--- src/rtl/seg_pkg.sv ---
// Shared encodings for the seven-segment scan driver: segment patterns, hex decode, FSM states.
// Segment vectors are {g,f,e,d,c,b,a}, active-low.
package seg_pkg;

    localparam logic [6:0] SEG_BLANK = 7'b1111111;
    localparam logic [6:0] SEG_MINUS = 7'b0111111;

    typedef enum logic [1:0] {
        IDLE  = 2'd0,
        SHIFT = 2'd1,
        DONE  = 2'd2
    } state_t;

    function automatic logic [6:0] seg_decode(input logic [3:0] val);
        logic [6:0] pat;
        case (val)
            4'h0:    pat = 7'b1000000;
            4'h1:    pat = 7'b1111001;
            4'h2:    pat = 7'b0100100;
            4'h3:    pat = 7'b0110000;
            4'h4:    pat = 7'b0011001;
            4'h5:    pat = 7'b0010010;
            4'h6:    pat = 7'b0000010;
            4'h7:    pat = 7'b1111000;
            4'h8:    pat = 7'b0000000;
            4'h9:    pat = 7'b0010000;
            4'hA:    pat = 7'b0001000;
            4'hB:    pat = 7'b0000011;
            4'hC:    pat = 7'b1000110;
            4'hD:    pat = 7'b0100001;
            4'hE:    pat = 7'b0000110;
            default: pat = 7'b0001110;
        endcase
        return pat;
    endfunction

endpackage

--- src/rtl/bin2bcd_seq.sv ---
// Sequential double-dabble: unsigned binary to BCD_DIGITS packed BCD digits, sticky overflow.
// Latency: DATA_W cycles after start_vld; done_vld is high during the last shift.
// No backpressure: start_vld restarts the conversion immediately, even mid-flight.
module bin2bcd_seq #(
    parameter int DATA_W     = 8,
    parameter int BCD_DIGITS = 3
) (
    input  logic                    clk,
    input  logic                    rst_n,
    input  logic                    start_vld,
    input  logic [DATA_W-1:0]       bin_dat,
    output logic                    done_vld,
    output logic [BCD_DIGITS*4-1:0] bcd_dat,
    output logic                    ovf_pend
);

    localparam int N  = BCD_DIGITS * 4;
    localparam int CW = $clog2(DATA_W) + 1;

    logic          active;
    logic [CW-1:0] shift_cnt;
    logic [DATA_W-1:0] bin_q;
    logic [N-1:0]  bcd_q;
    logic [N-1:0]  bcd_adj;

    always_comb begin
        bcd_adj = bcd_q;
        for (int i = 0; i < BCD_DIGITS; i++) begin
            if (bcd_q[i*4 +: 4] >= 4'd5) begin
                bcd_adj[i*4 +: 4] = bcd_q[i*4 +: 4] + 4'd3;
            end
        end
    end

    assign done_vld = active && (shift_cnt == CW'(DATA_W - 1));
    assign bcd_dat  = bcd_q;

    always_ff @(posedge clk or negedge rst_n) begin
        if (!rst_n) begin
            active    <= 1'b0;
            shift_cnt <= '0;
            bin_q     <= '0;
            bcd_q     <= '0;
            ovf_pend  <= 1'b0;
        end else if (start_vld) begin
            active    <= 1'b1;
            shift_cnt <= '0;
            bin_q     <= bin_dat;
            bcd_q     <= '0;
            ovf_pend  <= 1'b0;
        end else if (active) begin
            // a carry out of the top digit means the value needs one more decimal digit
            {bcd_q, bin_q} <= {bcd_adj[N-2:0], bin_q, 1'b0};
            ovf_pend       <= ovf_pend | bcd_adj[N-1];
            shift_cnt      <= shift_cnt + CW'(1);
            if (done_vld) begin
                active <= 1'b0;
            end
        end
    end

endmodule

--- src/rtl/seg_scan_signed.sv ---
// Multiplexed common-anode 7-seg driver for a signed value: sign-magnitude decimal, blanking, overflow.
// Latency: sample to display commit DATA_W+2 cycles, conversions restart back to back.
// No backpressure: data is sampled once per conversion; SEG_SCAN_HEX_MODE_EN adds a raw hex_mode input.
module seg_scan_signed
    import seg_pkg::*;
#(
    parameter int DIGITS  = 4,
    parameter int DATA_W  = 8,
    parameter int CNT_MAX = 65000,
    parameter int CNT_W   = 16
) (
    input  logic              clk,
    input  logic              rst_n,
    input  logic [DATA_W-1:0] data,
`ifdef SEG_SCAN_HEX_MODE_EN
    input  logic              hex_mode,
`endif
    output logic [6:0]        seg,
    output logic [DIGITS-1:0] an,
    output logic              dp,
    output logic              busy,
    output logic              ovf
);

    localparam int BCD_DIGITS = DIGITS - 1;
    localparam int IDX_W      = $clog2(DIGITS);

    state_t state_q, state_nxt;
    logic   sign_q;
    logic   start_vld, done_vld, commit;
    logic   [DATA_W-1:0] mag;
    logic   [BCD_DIGITS*4-1:0] bcd_dat;
    logic   ovf_pend;
    logic   [DIGITS-1:0][6:0] disp_q, disp_nxt;
    logic   ovf_nxt;
    logic   upper_zero;
    logic   [CNT_W-1:0] cnt_q;
    logic   [IDX_W-1:0] idx_q, idx_nxt;
    logic   cnt_wrap;

`ifdef SEG_SCAN_HEX_MODE_EN
    localparam int HEX_W = (DATA_W > 4*DIGITS) ? DATA_W : 4*DIGITS;
    logic             hex_q;
    logic [HEX_W-1:0] raw_q;
`endif

    // unsigned result keeps -2^(DATA_W-1) exact
    assign mag  = data[DATA_W-1] ? (~data + DATA_W'(1)) : data;
    assign dp   = 1'b1;
    assign busy = (state_q != IDLE);

    bin2bcd_seq #(
        .DATA_W     (DATA_W),
        .BCD_DIGITS (BCD_DIGITS)
    ) u_bin2bcd (
        .clk       (clk),
        .rst_n     (rst_n),
        .start_vld (start_vld),
        .bin_dat   (mag),
        .done_vld  (done_vld),
        .bcd_dat   (bcd_dat),
        .ovf_pend  (ovf_pend)
    );

    always_comb begin
        state_nxt = state_q;
        start_vld = 1'b0;
        commit    = 1'b0;
        case (state_q)
            IDLE: begin
                start_vld = 1'b1;
                state_nxt = SHIFT;
`ifdef SEG_SCAN_HEX_MODE_EN
                if (hex_mode) begin
                    start_vld = 1'b0;
                    state_nxt = DONE;
                end
`endif
            end
            SHIFT: begin
                if (done_vld) begin
                    state_nxt = DONE;
                end
            end
            DONE: begin
                commit    = 1'b1;
                state_nxt = IDLE;
            end
            default: state_nxt = IDLE;
        endcase
    end

    always_comb begin
        upper_zero = 1'b1;
        disp_nxt   = {DIGITS{SEG_BLANK}};
        for (int i = BCD_DIGITS - 1; i >= 0; i--) begin
            upper_zero  = upper_zero && (bcd_dat[i*4 +: 4] == 4'd0);
            disp_nxt[i] = (i != 0 && upper_zero) ? SEG_BLANK : seg_decode(bcd_dat[i*4 +: 4]);
        end
        disp_nxt[DIGITS-1] = (sign_q && !upper_zero) ? SEG_MINUS : SEG_BLANK;
        ovf_nxt = ovf_pend;
`ifdef SEG_SCAN_HEX_MODE_EN
        if (hex_q) begin
            for (int i = 0; i < DIGITS; i++) begin
                disp_nxt[i] = seg_decode(raw_q[i*4 +: 4]);
            end
            ovf_nxt = |(raw_q >> (4*DIGITS));
        end
`endif
        if (ovf_nxt) begin
            disp_nxt = {DIGITS{SEG_MINUS}};
        end
    end

    always_ff @(posedge clk or negedge rst_n) begin
        if (!rst_n) begin
            state_q <= IDLE;
            sign_q  <= 1'b0;
            disp_q  <= {DIGITS{SEG_BLANK}};
            ovf     <= 1'b0;
`ifdef SEG_SCAN_HEX_MODE_EN
            hex_q   <= 1'b0;
            raw_q   <= '0;
`endif
        end else begin
            state_q <= state_nxt;
            if (state_q == IDLE) begin
                sign_q <= data[DATA_W-1];
`ifdef SEG_SCAN_HEX_MODE_EN
                hex_q  <= hex_mode;
                raw_q  <= HEX_W'(data);
`endif
            end
            if (commit) begin
                disp_q <= disp_nxt;
                ovf    <= ovf_nxt;
            end
        end
    end

    assign cnt_wrap = (cnt_q == CNT_W'(CNT_MAX));

    always_comb begin
        idx_nxt = idx_q;
        if (cnt_wrap) begin
            idx_nxt = (idx_q == IDX_W'(DIGITS - 1)) ? '0 : idx_q + IDX_W'(1);
        end
    end

    // an and seg follow the same next index, so the anode never shows a stale pattern
    always_ff @(posedge clk or negedge rst_n) begin
        if (!rst_n) begin
            cnt_q <= '0;
            idx_q <= '0;
            seg   <= SEG_BLANK;
            an    <= {{(DIGITS-1){1'b1}}, 1'b0};
        end else begin
            cnt_q <= cnt_wrap ? '0 : cnt_q + CNT_W'(1);
            idx_q <= idx_nxt;
            an    <= ~(DIGITS'(1) << idx_nxt);
            seg   <= disp_q[idx_nxt];
        end
    end

endmodule

--- config.mk ---
export PLATFORM = sky130hd
export DESIGN_NAME = seg_scan_signed
export DESIGN_NICKNAME = d
export VERILOG_FILES = /design/src/rtl/seg_pkg.sv /design/src/rtl/bin2bcd_seq.sv /design/src/rtl/seg_scan_signed.sv
export SDC_FILE = /design/constraint.sdc
export NUM_CORES = 1
export LEC_CHECK = 0
export BUFFER_PORTS_ARGS = -buffer_cell sky130_fd_sc_hd__buf_2
export CAP_MARGIN = 20
export CORE_ASPECT_RATIO = 1.4
export CORE_MARGIN = 8
export CORE_UTILIZATION = 60
export DETAILED_ROUTE_END_ITERATION = 10
export GPL_TIMING_DRIVEN = 0
export PLACE_DENSITY = 0.89
export SLEW_MARGIN = 20
export SYNTH_ARGS = -nofsm -noshare
export SYNTH_HDL_FRONTEND = slang
export SYNTH_HIERARCHICAL = 1
export SYNTH_SLANG_ARGS = --single-unit
--- constraint.sdc ---
create_clock -name clk -period 2.15 [get_ports clk]
set_input_delay 0.5375 -clock clk [delete_from_list [all_inputs] [get_ports clk]]
set_output_delay 0.5375 -clock clk [all_outputs]
set_load 0.03 [all_outputs]
==> impl_metrics.tcl <==
set metrics [dict create \
    ys_ff_latch 81 \
    path_max_fanout 10 \
    ir_drop_mv 0.516 \
    syn_to_final_growth_pct 9.33 \
    grt_pass1_vias 3688 \
    rsz0062_at_grt "true" \
    worstMarginPinSlew_ns 0.568 \
    antenna_left 0 \
    antenna_cells 0 \
    tns_ns -0.000713 \
    critPathCaptureType "register" \
    clk_latency_ns 0.36 \
    row_count 38 \
    cp.required_ns 2.42 \
    yosys_warnings 6 \
    critPathLaunchType "register" \
    viasPerCell 5.77 \
    min_period_over_period 1.00 \
    antenna_found_initial 0 \
    reg2reg_to "seg[1]$_DFF_PN1_" \
    drive_above_1_share 0.176 \
    gp_congestion 0.838 \
    r2r_slack_ns -0.0007 \
    synth_cell_types 65 \
    finalCriticalPeriod_ns 2.15 \
    fin_nets 564 \
    cts_made_buffers 9 \
    grt_usage 0.186 \
    syn_inst 489 \
    die_area_um2 10900 \
    drtPass1Iterations 4 \
    syn_area_um2 4670 \
    grt-ovfl-total 0 \
    core_um2 7650 \
    fin_worst_skew_ns 0.0103 \
    clk_pin_slew_ns 0.07 \
    grt_max_degree 44 \
    cp.arrival_ns 2.43 \
    drv_cap 0 \
    wl_per_cell_um 15.6 \
    ys_seq_area_frac 0.443 \
    holdWs_ns 0.151 \
    drc 0 \
    synth_ff_type "dfrtp_1" \
    syn_avg_cell_area_um2 9.55 \
    finalHoldViolations 0 \
    htreeDepth 3 \
    holdCritPathClass "input pin to async pin" \
    crit_type "register to register" \
    leakage_nw 2.25 \
    fmax_mhz 465 \
    routed_wirelength_um 9830 \
    synth_edf_count 0 \
    dpl.hpwl_um 7160 \
    syn-num-nets 529 \
    final_util 0.667 \
    vias 3627 \
    fin_cells 629 \
    portBuffers 22 \
    cts-root-buf "clkbuf_8" \
    cts_buffer_depth 2 \
    die-width_um 90.6 \
    drt_iter0_markers 249 \
    status "finished with violations" \
    clock_sinks 81 \
    dp_cells 612 \
    n_fill_cell 578 \
    maxSlewViolCount 0 \
    start_util 0.610 \
    grt_pass1_wl_um 16600 \
    die_h_um 120 \
    r2r-start "cnt_q[0]$_DFF_PN0_" \
    hold_buffers 0 \
    violations "negative setup slack" \
    io_pins 24 \
    setup-violations-final 1 \
    setup_slack_ns -0.000713 \
    cts_tree "built" \
    async_flop_share 1.00 \
    powerDensity_nw_per_um2 876 \
    worstRegToRegCells 9 \
    maxSlewHeadroom 0.622 \
]
report_power, final:
part           internal, W  switching [W]  leakage (nW)
Sequential         0.00191       0.000238         0.984
Clock             0.000453       0.000518        0.0847
Combinational     0.000569       0.000783          1.19
Total              0.00293        0.00154          2.25
layout make-up:
type,count,area (um2),share of cell area
Multi-Input combinational cell,358,2380,0.466
Buffer,24,131,0.0257
Sequential cell,81,2070,0.405
Inverter,26,97.6,0.0191
Clock inverter,2,13.8,0.00270
Timing Repair Buffer,24,140,0.0275
Tap cell,100,125,0.0245
Clock buffer,14,153,0.0299
worst max-delay path: stages, from the launching register on:
cell and delay [ns]:
dfrtp_1 0.39, inv_1 0.08, ha_1 0.21, nand4b_4 0.13
nor4_4 0.24, buf_4 0.20, mux2_4 0.34, buf_6 0.15
a21oi_1 0.23, a2bb2oi_1 0.10
placed cells by master (no fill, tap or decap), types with 3 or more instances in the layout:
cell type / instances
nand4_1: 6
buf_2: 24
inv_1: 24
mux2i_1: 14
nor2_1: 42
nand3_1: 9
a31oi_1: 7
dfstp_2: 32
a21o_1: 4
o22a_1: 5
and4_1: 3
clkbuf_1: 18
a2bb2oi_1: 6
a21oi_1: 36
nand3b_1: 3
mux2_2: 3
nor3_1: 3
a22o_1: 4
o22ai_1: 3
buf_6: 4
xnor2_1: 8
buf_4: 4
nand2_1: 60
or3_1: 4
dfrtp_1: 49
xor2_1: 12
o21ai_0: 36
clkbuf_8: 10
nor2b_1: 5
ha_1: 30
nand2b_1: 14
stage by stage:
stage / area (um2) / power, W / setup slack [ns]
floorplan: 4670 / 0.00314 / 0.149
global placement: 4900 / 0.00340 / -0.0172
detailed placement: 4930 / 0.00349 / -0.0938
CTS: 5090 / 0.00450 / 0.0239
global route: 5100 / 0.00476 / -0.0678
finish: 5100 / 0.00447 / -0.000713
Yosys cell counts, drive strengths merged, types with 3 or more instances:
master | instances | share of area
nand2 | 62 | 0.052
dfrtp | 49 | 0.26
nor2 | 42 | 0.034
o21ai | 37 | 0.040
a21oi | 36 | 0.039
dfstp | 32 | 0.18
ha | 30 | 0.080
inv | 26 | 0.021
mux2i | 15 | 0.032
clkbuf | 14 | 0.011
nand2b | 14 | 0.019
xor2 | 12 | 0.023
buf | 10 | 0.017
nand3 | 9 | 0.0096
xnor2 | 8 | 0.015
a31oi | 7 | 0.0094
nand4 | 7 | 0.011
a2bb2oi | 6 | 0.011
nor2b | 5 | 0.0067
o22a | 5 | 0.0094
a21o | 4 | 0.0064
a22o | 4 | 0.0075
mux2 | 4 | 0.010
or3 | 4 | 0.0054
and4 | 3 | 0.0056
nand3b | 3 | 0.0048
nor3 | 3 | 0.0032
o22ai | 3 | 0.0040
or2 | 3 | 0.0040
logic make-up after synthesis:
logic type | Yosys count | synth area share
AOI/OAI and AO/OA | 121 | 0.162
xor gates and xnor gates | 20 | 0.0375
adders and majority gates | 30 | 0.0804
buffers and inverters | 50 | 0.0490
DFF | 81 | 0.443
muxes | 20 | 0.0474
other | 1 | 0.000803
and+or+nand+nor | 166 | 0.180
state kept, by name (all words and copies together) (netlist names):
name,count
an,4
cnt_q,16
disp_q,22
idx_q,2
ovf,1
seg,7
sign_q,1
state_q,2
u_bin2bcd/active,1
u_bin2bcd/bcd_dat,12
u_bin2bcd/bin_q,8
u_bin2bcd/ovf_pend,1
u_bin2bcd/shift_cnt,4
worst max-delay path by stage:
| stage | endpoint | slack (ns) | from | cells after the start |
|---|---|---|---|---|
| after global routing | seg[6]$_DFF_PN1_ | -0.07 | cnt_q[0]$_DFF_PN0_ | 9 |
| after global placement | seg[2]$_DFF_PN1_ | -0.02 | cnt_q[0]$_DFF_PN0_ | 8 |
| after floorplan | seg[6]$_DFF_PN1_ | 0.15 | cnt_q[0]$_DFF_PN0_ | 8 |
| final | seg[1]$_DFF_PN1_ | -0.0007 | cnt_q[0]$_DFF_PN0_ | 9 |
| after CTS | seg[6]$_DFF_PN1_ | 0.02 | cnt_q[0]$_DFF_PN0_ | 8 |
| after detailed placement | seg[6]$_DFF_PN1_ | -0.09 | cnt_q[0]$_DFF_PN0_ | 8 |
layer usage:
metal / routed length, um / GRT usage / share of wire / up-vias
li1: - / - / - / 1769
met1: 3910 / 0.202 / 0.40 / 1762
met2: 5260 / 0.331 / 0.53 / 70
met3: 343 / 0.0391 / 0.035 / 26
met4: 319 / 0.104 / 0.032 / 0
met5: 0 / 0 / 0 / -
repair_timing:
item                       in CTS  in global routing
setup buffers                   0                  1
setup endpoints to repair       7                  6
pin swaps                       1                  1
resized for setup               0                  1
(Power assumes the default switching activity.)
